--- src/rtl/spi_pwm_frame_rx.sv ---
// SPI receiver for checksummed PWM configuration frames (LSB-first, spi_sclk domain).
// Commits divider/duty only on a full-length frame with a matching XOR checksum.
module spi_pwm_frame_rx #(
  parameter int unsigned CLOCK_DIV_WIDTH   = 32,
  parameter int unsigned DUTY_CYCLE_WIDTH  = 8,
  parameter int unsigned DEFAULT_CLOCK_DIV = 17,
  parameter int unsigned DEFAULT_DUTY      = 0
) (
  input  logic                        rst,
  input  logic                        spi_sclk,
  input  logic                        spi_cs,
  input  logic                        spi_mosi,
  output logic                        spi_miso,
  output logic [CLOCK_DIV_WIDTH-1:0]  cfg_div,
  output logic [DUTY_CYCLE_WIDTH-1:0] cfg_duty,
  output logic                        cfg_toggle,
  output logic                        frame_ok,
  output logic                        frame_err,
  output logic [3:0]                  err_count
);

  localparam int P     = CLOCK_DIV_WIDTH + DUTY_CYCLE_WIDTH;
  localparam int F     = P + 8;
  localparam int CNT_W = $clog2(F + 1);

  localparam logic [CNT_W-1:0] PAY_END  = CNT_W'(P);
  localparam logic [CNT_W-1:0] LAST_BIT = CNT_W'(F - 1);
  localparam logic [CNT_W-1:0] DONE_CNT = CNT_W'(F);
  localparam logic [CNT_W-1:0] STAT_LEN = CNT_W'(8);

  typedef enum logic [1:0] {IDLE, SHIFT, HOLD} state_t;

  state_t            state;
  logic [P-1:0]      payload;
  logic [7:0]        acc;
  logic [7:0]        chk;
  logic [7:0]        snap;
  logic [CNT_W-1:0]  bit_count;
  logic              ok_flag;
  logic              chk_err;
  logic              len_err;
  logic              overrun_seen;
  logic [7:0]        status_live;
  logic [7:0]        rx_chk;

  assign status_live = {err_count, 1'b0, len_err, chk_err, ok_flag};
  // Checksum byte as it stands once the incoming bit is included.
  assign rx_chk      = {spi_mosi, chk[7:1]};

  // Bit 0 comes from live status before the first edge; later bits from the snapshot.
  assign spi_miso = (!spi_cs && (bit_count < STAT_LEN))
                    ? ((bit_count == '0) ? status_live[0] : snap[bit_count[2:0]])
                    : 1'b0;

  function automatic logic [3:0] sat_inc(input logic [3:0] v);
    return (v == 4'hF) ? v : v + 4'd1;
  endfunction

  always_ff @(posedge spi_sclk or negedge rst) begin
    if (!rst) begin
      state        <= IDLE;
      payload      <= '0;
      acc          <= '0;
      chk          <= '0;
      snap         <= '0;
      bit_count    <= '0;
      ok_flag      <= 1'b0;
      chk_err      <= 1'b0;
      len_err      <= 1'b0;
      overrun_seen <= 1'b0;
      cfg_div      <= CLOCK_DIV_WIDTH'(DEFAULT_CLOCK_DIV);
      cfg_duty     <= DUTY_CYCLE_WIDTH'(DEFAULT_DUTY);
      cfg_toggle   <= 1'b0;
      frame_ok     <= 1'b0;
      frame_err    <= 1'b0;
      err_count    <= '0;
    end else begin
      frame_ok  <= 1'b0;
      frame_err <= 1'b0;
      case (state)
        IDLE: begin
          if (!spi_cs) begin
            payload   <= {spi_mosi, payload[P-1:1]};
            acc       <= {7'b0, spi_mosi};
            bit_count <= CNT_W'(1);
            snap      <= status_live;
            state     <= SHIFT;
          end
        end
        SHIFT: begin
          if (spi_cs) begin
            state     <= IDLE;
            bit_count <= '0;
            ok_flag   <= 1'b0;
            chk_err   <= 1'b0;
            len_err   <= 1'b1;
            frame_err <= 1'b1;
            err_count <= sat_inc(err_count);
          end else begin
            if (bit_count < PAY_END) begin
              payload                <= {spi_mosi, payload[P-1:1]};
              acc[bit_count[2:0]]    <= acc[bit_count[2:0]] ^ spi_mosi;
            end else begin
              chk <= rx_chk;
            end
            if (bit_count == LAST_BIT) begin
              state        <= HOLD;
              bit_count    <= DONE_CNT;
              overrun_seen <= 1'b0;
              len_err      <= 1'b0;
              if (rx_chk == acc) begin
                cfg_div    <= payload[CLOCK_DIV_WIDTH-1:0];
                cfg_duty   <= payload[P-1:CLOCK_DIV_WIDTH];
                cfg_toggle <= ~cfg_toggle;
                frame_ok   <= 1'b1;
                ok_flag    <= 1'b1;
                chk_err    <= 1'b0;
              end else begin
                ok_flag    <= 1'b0;
                chk_err    <= 1'b1;
                frame_err  <= 1'b1;
                err_count  <= sat_inc(err_count);
              end
            end else begin
              bit_count <= bit_count + 1'b1;
            end
          end
        end
        HOLD: begin
          if (spi_cs) begin
            state     <= IDLE;
            bit_count <= '0;
          end else if (!overrun_seen) begin
            overrun_seen <= 1'b1;
            ok_flag      <= 1'b0;
            chk_err      <= 1'b0;
            len_err      <= 1'b1;
            frame_err    <= 1'b1;
            err_count    <= sat_inc(err_count);
          end
        end
        default: state <= IDLE;
      endcase
    end
  end

endmodule

--- config.mk ---
export PLATFORM = sky130hd
export DESIGN_NAME = spi_pwm_frame_rx
export DESIGN_NICKNAME = d
export VERILOG_FILES = /design/src/rtl/spi_pwm_frame_rx.sv
export SDC_FILE = /design/constraint.sdc
export NUM_CORES = 1
export LEC_CHECK = 0
export BUFFER_PORTS_ARGS = -buffer_cell sky130_fd_sc_hd__buf_2
export CAP_MARGIN = 20
export CORE_MARGIN = 2
export CORE_UTILIZATION = 45
export CTS_CLUSTER_SIZE = 12
export DETAILED_ROUTE_END_ITERATION = 12
export GPL_ROUTABILITY_DRIVEN = 0
export PLACE_DENSITY = 0.66
export SKIP_CTS_REPAIR_TIMING = 1
export SLEW_MARGIN = 0
export SYNTH_ARGS = -nofsm -noshare
export SYNTH_HDL_FRONTEND = slang
export SYNTH_SLANG_ARGS = --single-unit
--- constraint.sdc ---
create_clock -name spi_sclk -period 1.95 [get_ports spi_sclk]
set_clock_uncertainty 0.15 [all_clocks]
set_input_delay 0 -clock spi_sclk [delete_from_list [all_inputs] [get_ports spi_sclk]]
set_output_delay 0 -clock spi_sclk [all_outputs]
set_load 0.02 [all_outputs]
Word level (Yosys, flattened, before mapping)
Index checks and enable logic that the tools add are counted.
{"block": "op_classes", "add_sub_neg": 2, "order_cmp": 4, "eq_ne": 14, "n_mux": 60, "bitwise_logic": 4, "reduce_logical": 17}
{"op": "40-bit 2-to-1 mux", "count": 3}
{"op": "40-bit one-hot mux with 2 select lines", "count": 1}
{"op": "1-bit 2-to-1 mux", "count": 26}
{"op": "4-bit 2-to-1 mux", "count": 6}
{"op": "6-bit 2-to-1 mux", "count": 4}
{"op": "8-bit 2-to-1 mux", "count": 3}
{"op": "6-bit one-hot mux with 3 select lines", "count": 1}
{"op": "8-bit one-hot mux with 2 select lines", "count": 1}
{"op": "4-bit AND reduction", "count": 4}
{"op": "2-bit != test (second input constant)", "count": 7}
{"op": "1-bit one-hot mux with 2 select lines", "count": 5}
{"op": "3-bit AND reduction", "count": 3}
{"op": "8-bit bitwise mux", "count": 1}
{"op": "8-bit == test", "count": 1}
{"op": "2-bit 2-to-1 mux", "count": 4}
{"op": "4-bit one-hot mux with 2 select lines", "count": 1}
{"op": "6-bit by 1-bit adder with 6-bit output (second input constant)", "count": 1}
{"op": "1-bit binary-select mux with 3-bit select", "count": 2}
{"op": "6-bit == test (second input constant)", "count": 1}
{"op": "6-bit zero test", "count": 1}
{"op": "6-bit by 4-bit less-than comparator with 1-bit output (second input constant)", "count": 1}
{"op": "6-bit less-than comparator (second input constant)", "count": 1}
{"op": "3-bit != test (second input constant)", "count": 2}
{"op": "2-bit one-hot mux with 3 select lines", "count": 1}
{"op": "other kinds (16)", "count": 20}
{"block": "word_totals", "regBits": 122, "input_bits": 4, "word_cells": 117}

Logic depth before layout (Yosys ltp)
{"block": "logic_depth", "ltp_word": 8, "mapped_depth": 9}

Worst setup path before layout
OpenSTA, ideal clock, no wires.
{"block": "synth_path", "kind": "flip-flop to flip-flop", "startpoint": "register acc[2]", "endpoint": "register cfg_div[25]", "arrival_ns": 1.838, "slack_ns": -0.163, "path_stages_with_launch": 7, "path_cell_list": "dfrtp_1 xor2_1 nor4_1 nand2_1 nor3_4 buf_6 mux2_2"}
{"block": "synth_between", "elab_chain_cells": 2}
{"item": "start, declared", "line": "35", "source": "logic [7:0] acc;"}
{"item": "start signal, assigned", "line": "84", "source": "acc <= {7'b0, spi_mosi};"}
{"item": "start signal, assigned by index", "line": "102", "source": "acc[bit_count[2:0]] <= acc[bit_count[2:0]] ^ spi_mosi;"}
{"item": "8-bit == test", "line": "111", "source": "if (rx_chk == acc) begin"}
{"item": "4-bit AND reduction (no line)"}
{"item": "end signal, assigned", "line": "71", "source": "cfg_div <= CLOCK_DIV_WIDTH'(DEFAULT_CLOCK_DIV);"}
{"item": "end signal, assigned", "line": "112", "source": "cfg_div <= payload[CLOCK_DIV_WIDTH-1:0];"}
{"item": "end, declared", "line": "14", "source": "output logic [CLOCK_DIV_WIDTH-1:0] cfg_div,"}
Every way passes these cells.
A chain may end at the register's enable or synchronous reset.

Final worst setup path
{"block": "layout_path", "startpoint": "register chk[6]", "endpoint": "register cfg_div[7]"}
{"block": "layout_between", "elab_chain_cells": 2}
{"item": "start, declared", "line": "36", "source": "logic [7:0] chk;"}
{"item": "start signal, assigned", "line": "104", "source": "chk <= rx_chk;"}
{"item": "8-bit == test", "line": "111"}
{"item": "4-bit AND reduction (no line)"}
Every way passes these cells.

==> impl_metrics.json <==
{
  "slew-limit-headroom_pct": 43.78,
  "crit_type": "register to register",
  "cts_buffer_depth": 2,
  "post_dp_cell_area_um2": 6088,
  "tritoncts": "built",
  "mostFrequentLayoutCells": "dfrtp_1 (117), nand2_1 (95), buf_4 (57)",
  "std_cell_rows": 39,
  "maxCapViolations": 0,
  "async_flop_share_pct": 100.0,
  "synth_flop_cell": "dfrtp_1",
  "dp_hpwl_um": 7316,
  "drive_above_1_share_pct": 49.68,
  "cts_buffers": 17,
  "yosys.area.top_type": "dfrtp_1",
  "setup_ws_ps": -328.3,
  "slew_viol_final": 0,
  "synthTopCellsByArea": "dfrtp_1 (57%), mux2_2 (11%), nand2_1 (10%)",
  "die_h_um": 111.7,
  "yosysTopAreaCellShare_pct": 57.07,
  "failed_checks": "setup timing",
  "cts_root_buf": "clkbuf_16",
  "holdWs_ps": 13.99,
  "die-area_um2": 12470,
  "insertion_delay_ps": 410,
  "setup_viol": 54,
  "cp-start-kind": "register",
  "layout_commonest_cell": "dfrtp_1",
  "avgViaCountPerCell": 5.221,
  "irDropWorstVdd_v": 0.0009682,
  "drt-total-wl_um": 13720,
  "critPathCaptureType": "register",
  "max_slew.worst_pin.slew_ps": 840.5,
  "min_path_type": "input pin to async pin",
  "io_buffers": 51,
  "power.density_nw_per_um2": 1311,
  "synth_fp_nets": 486,
  "hold_viol": 0,
  "grt_remaining_overflow": 0,
  "period_needed_ps": 2278,
  "grt_max_degree": 59,
  "synth-edff-count": 0,
  "synth_seq_cells": 121,
  "final_nets": 632,
  "syn_area_um2": 5218,
  "wire_per_inst_um": 17.65,
  "vias": 4057,
  "grtUsageTotal_pct": 19.24,
  "synthCells": 475,
  "crit_required_ps": 2090,
  "p_total_mw": 10.23,
  "status": "complete, but fails checks",
  "design_area_um2": 7801,
  "dieWidth_um": 111.7,
  "syn_area_per_cell_um2": 10.98,
  "clkTransAtPathRegs_ps": 50,
  "ioPinCount": 52,
  "syn_to_final_growth_pct": 49.52,
  "drc_errors": 0,
  "rsz0062_at_grt": "yes",
  "n_antenna_cell": 0,
  "leakage_nw": 4.018,
  "tns_ps": -13760,
  "drt_iter0_drc": 334,
  "start_util_pct": 45.89,
  "critPathMaxFanout": 8,
  "drt_pass1_iterations": 4,
  "grt_pass1_wl_um": 19270,
  "min_period_over_period_pct": 116.8,
  "antenna_found_initial": 0,
  "core_um2": 11370,
  "h-tree-depth": 4,
  "fmax_mhz": 438.9,
  "critPathArrivalTime_ps": 2420,
  "grt_pass1_vias": 3928,
  "antenna_left": 0,
  "ys_types": 49,
  "yosysWarnings": 0,
  "clock-sinks": 121,
  "synth_seq_area_share_pct": 58.08
}
area by class of cell:
class / count / area [µm²]
fill: 773 / 3568
inverter: 7 / 26.28
tap: 143 / 178.9
sequential: 121 / 3033
clock buffer: 26 / 529.3
multi-input combinational: 322 / 2560
timing repair buffer: 152 / 1388
clock inverter: 6 / 86.33
per-stage QoR:
step / cells / utilization [%] / setup slack, ps
after global routing: 777 / 68.61 / -378.2
after floorplan: 475 / - / -140.4
final: 777 / 68.61 / -328.3
after detailed placement: 706 / 53.55 / -286.1
after CTS: 738 / 58.96 / -315.0
after global placement: 706 / 53.55 / -198.3
per-layer routing:
layer	track usage [%]	part of all wire, %
met1	25.53	43
met2	30.95	50
met3	4.899	5.4
met4	6.749	1.7
met5	0	0
synth_stat cells (2+ instances only):
library cell / n
nand2_1: 141
o211ai_1: 2
nand4_1: 3
nor3_1: 4
mux2_2: 52
inv_1: 6
xnor2_1: 3
buf_2: 2
dfstp_2: 2
o21ai_0: 26
mux2i_1: 7
ha_1: 7
and3_1: 2
clkbuf_1: 18
a22o_1: 2
nor2_1: 11
nor4_1: 3
nor2b_1: 4
nand3_1: 5
buf_6: 4
xor2_1: 9
a31oi_1: 4
dfrtp_1: 119
nand2b_1: 3
mux2_1: 4
a21oi_1: 9
sequential cells by signal, indices dropped and copies added, names as in the netlist:
register and flops:
payload 40, cfg_div 32, acc 8, cfg_duty 8, chk 7, snap 7
bit_count 6, err_count 4, state 2, cfg_toggle 1, chk_err 1, frame_err 1
frame_ok 1, len_err 1, ok_flag 1, overrun_seen 1
power by group:
part	switching, mW	internal [mW]	leakage [nW]	total [mW]
clock network	1.09	2.12	0.303	3.21
logic	1.79	1.85	2.08	3.64
registers	0.423	2.95	1.63	3.37
total	3.31	6.92	4.02	10.2
kinds of logic (layout without fill, tap and decap cells):
| logic type | count (synthesis) | after routing | share of synthesized area [%] |
|---|---|---|---|
| simple gates | 182 | 182 | 14.63 |
| xor+xnor | 13 | 13 | 2.326 |
| buf+inv | 32 | 191 | 2.997 |
| fa+ha+maj | 7 | 7 | 1.679 |
| mux | 64 | 64 | 13.86 |
| flops | 121 | 121 | 58.08 |
| compound gates | 56 | 56 | 6.427 |
worst max-delay path: stages (launching register included):
cell and delay (ps):
dfrtp_1 390, xor2_1 160, nor4_1 320, nand2_1 200, nor3_4 250, buf_12 190
clkbuf_16 180, mux2_4 300
final timing paths:
| kind | start | endpoint | slack [ps] | depth (start not counted) |
|---|---|---|---|---|
| worst max-delay path | chk[6] | cfg_div[7] | -330 | 7 |
| worst min-delay path | rst | chk[1] | 10 | 3 |
| worst max register to register | chk[6] | cfg_div[7] | -330 | 7 |
| worst min register to register | cfg_toggle | cfg_toggle | 310 | 1 |
| max in group asynchronous | rst | payload[29] | 410 | 3 |
| min in group spi_sclk | spi_mosi | frame_ok | 290 | 7 |
Power figures use the tool's default switching activity.
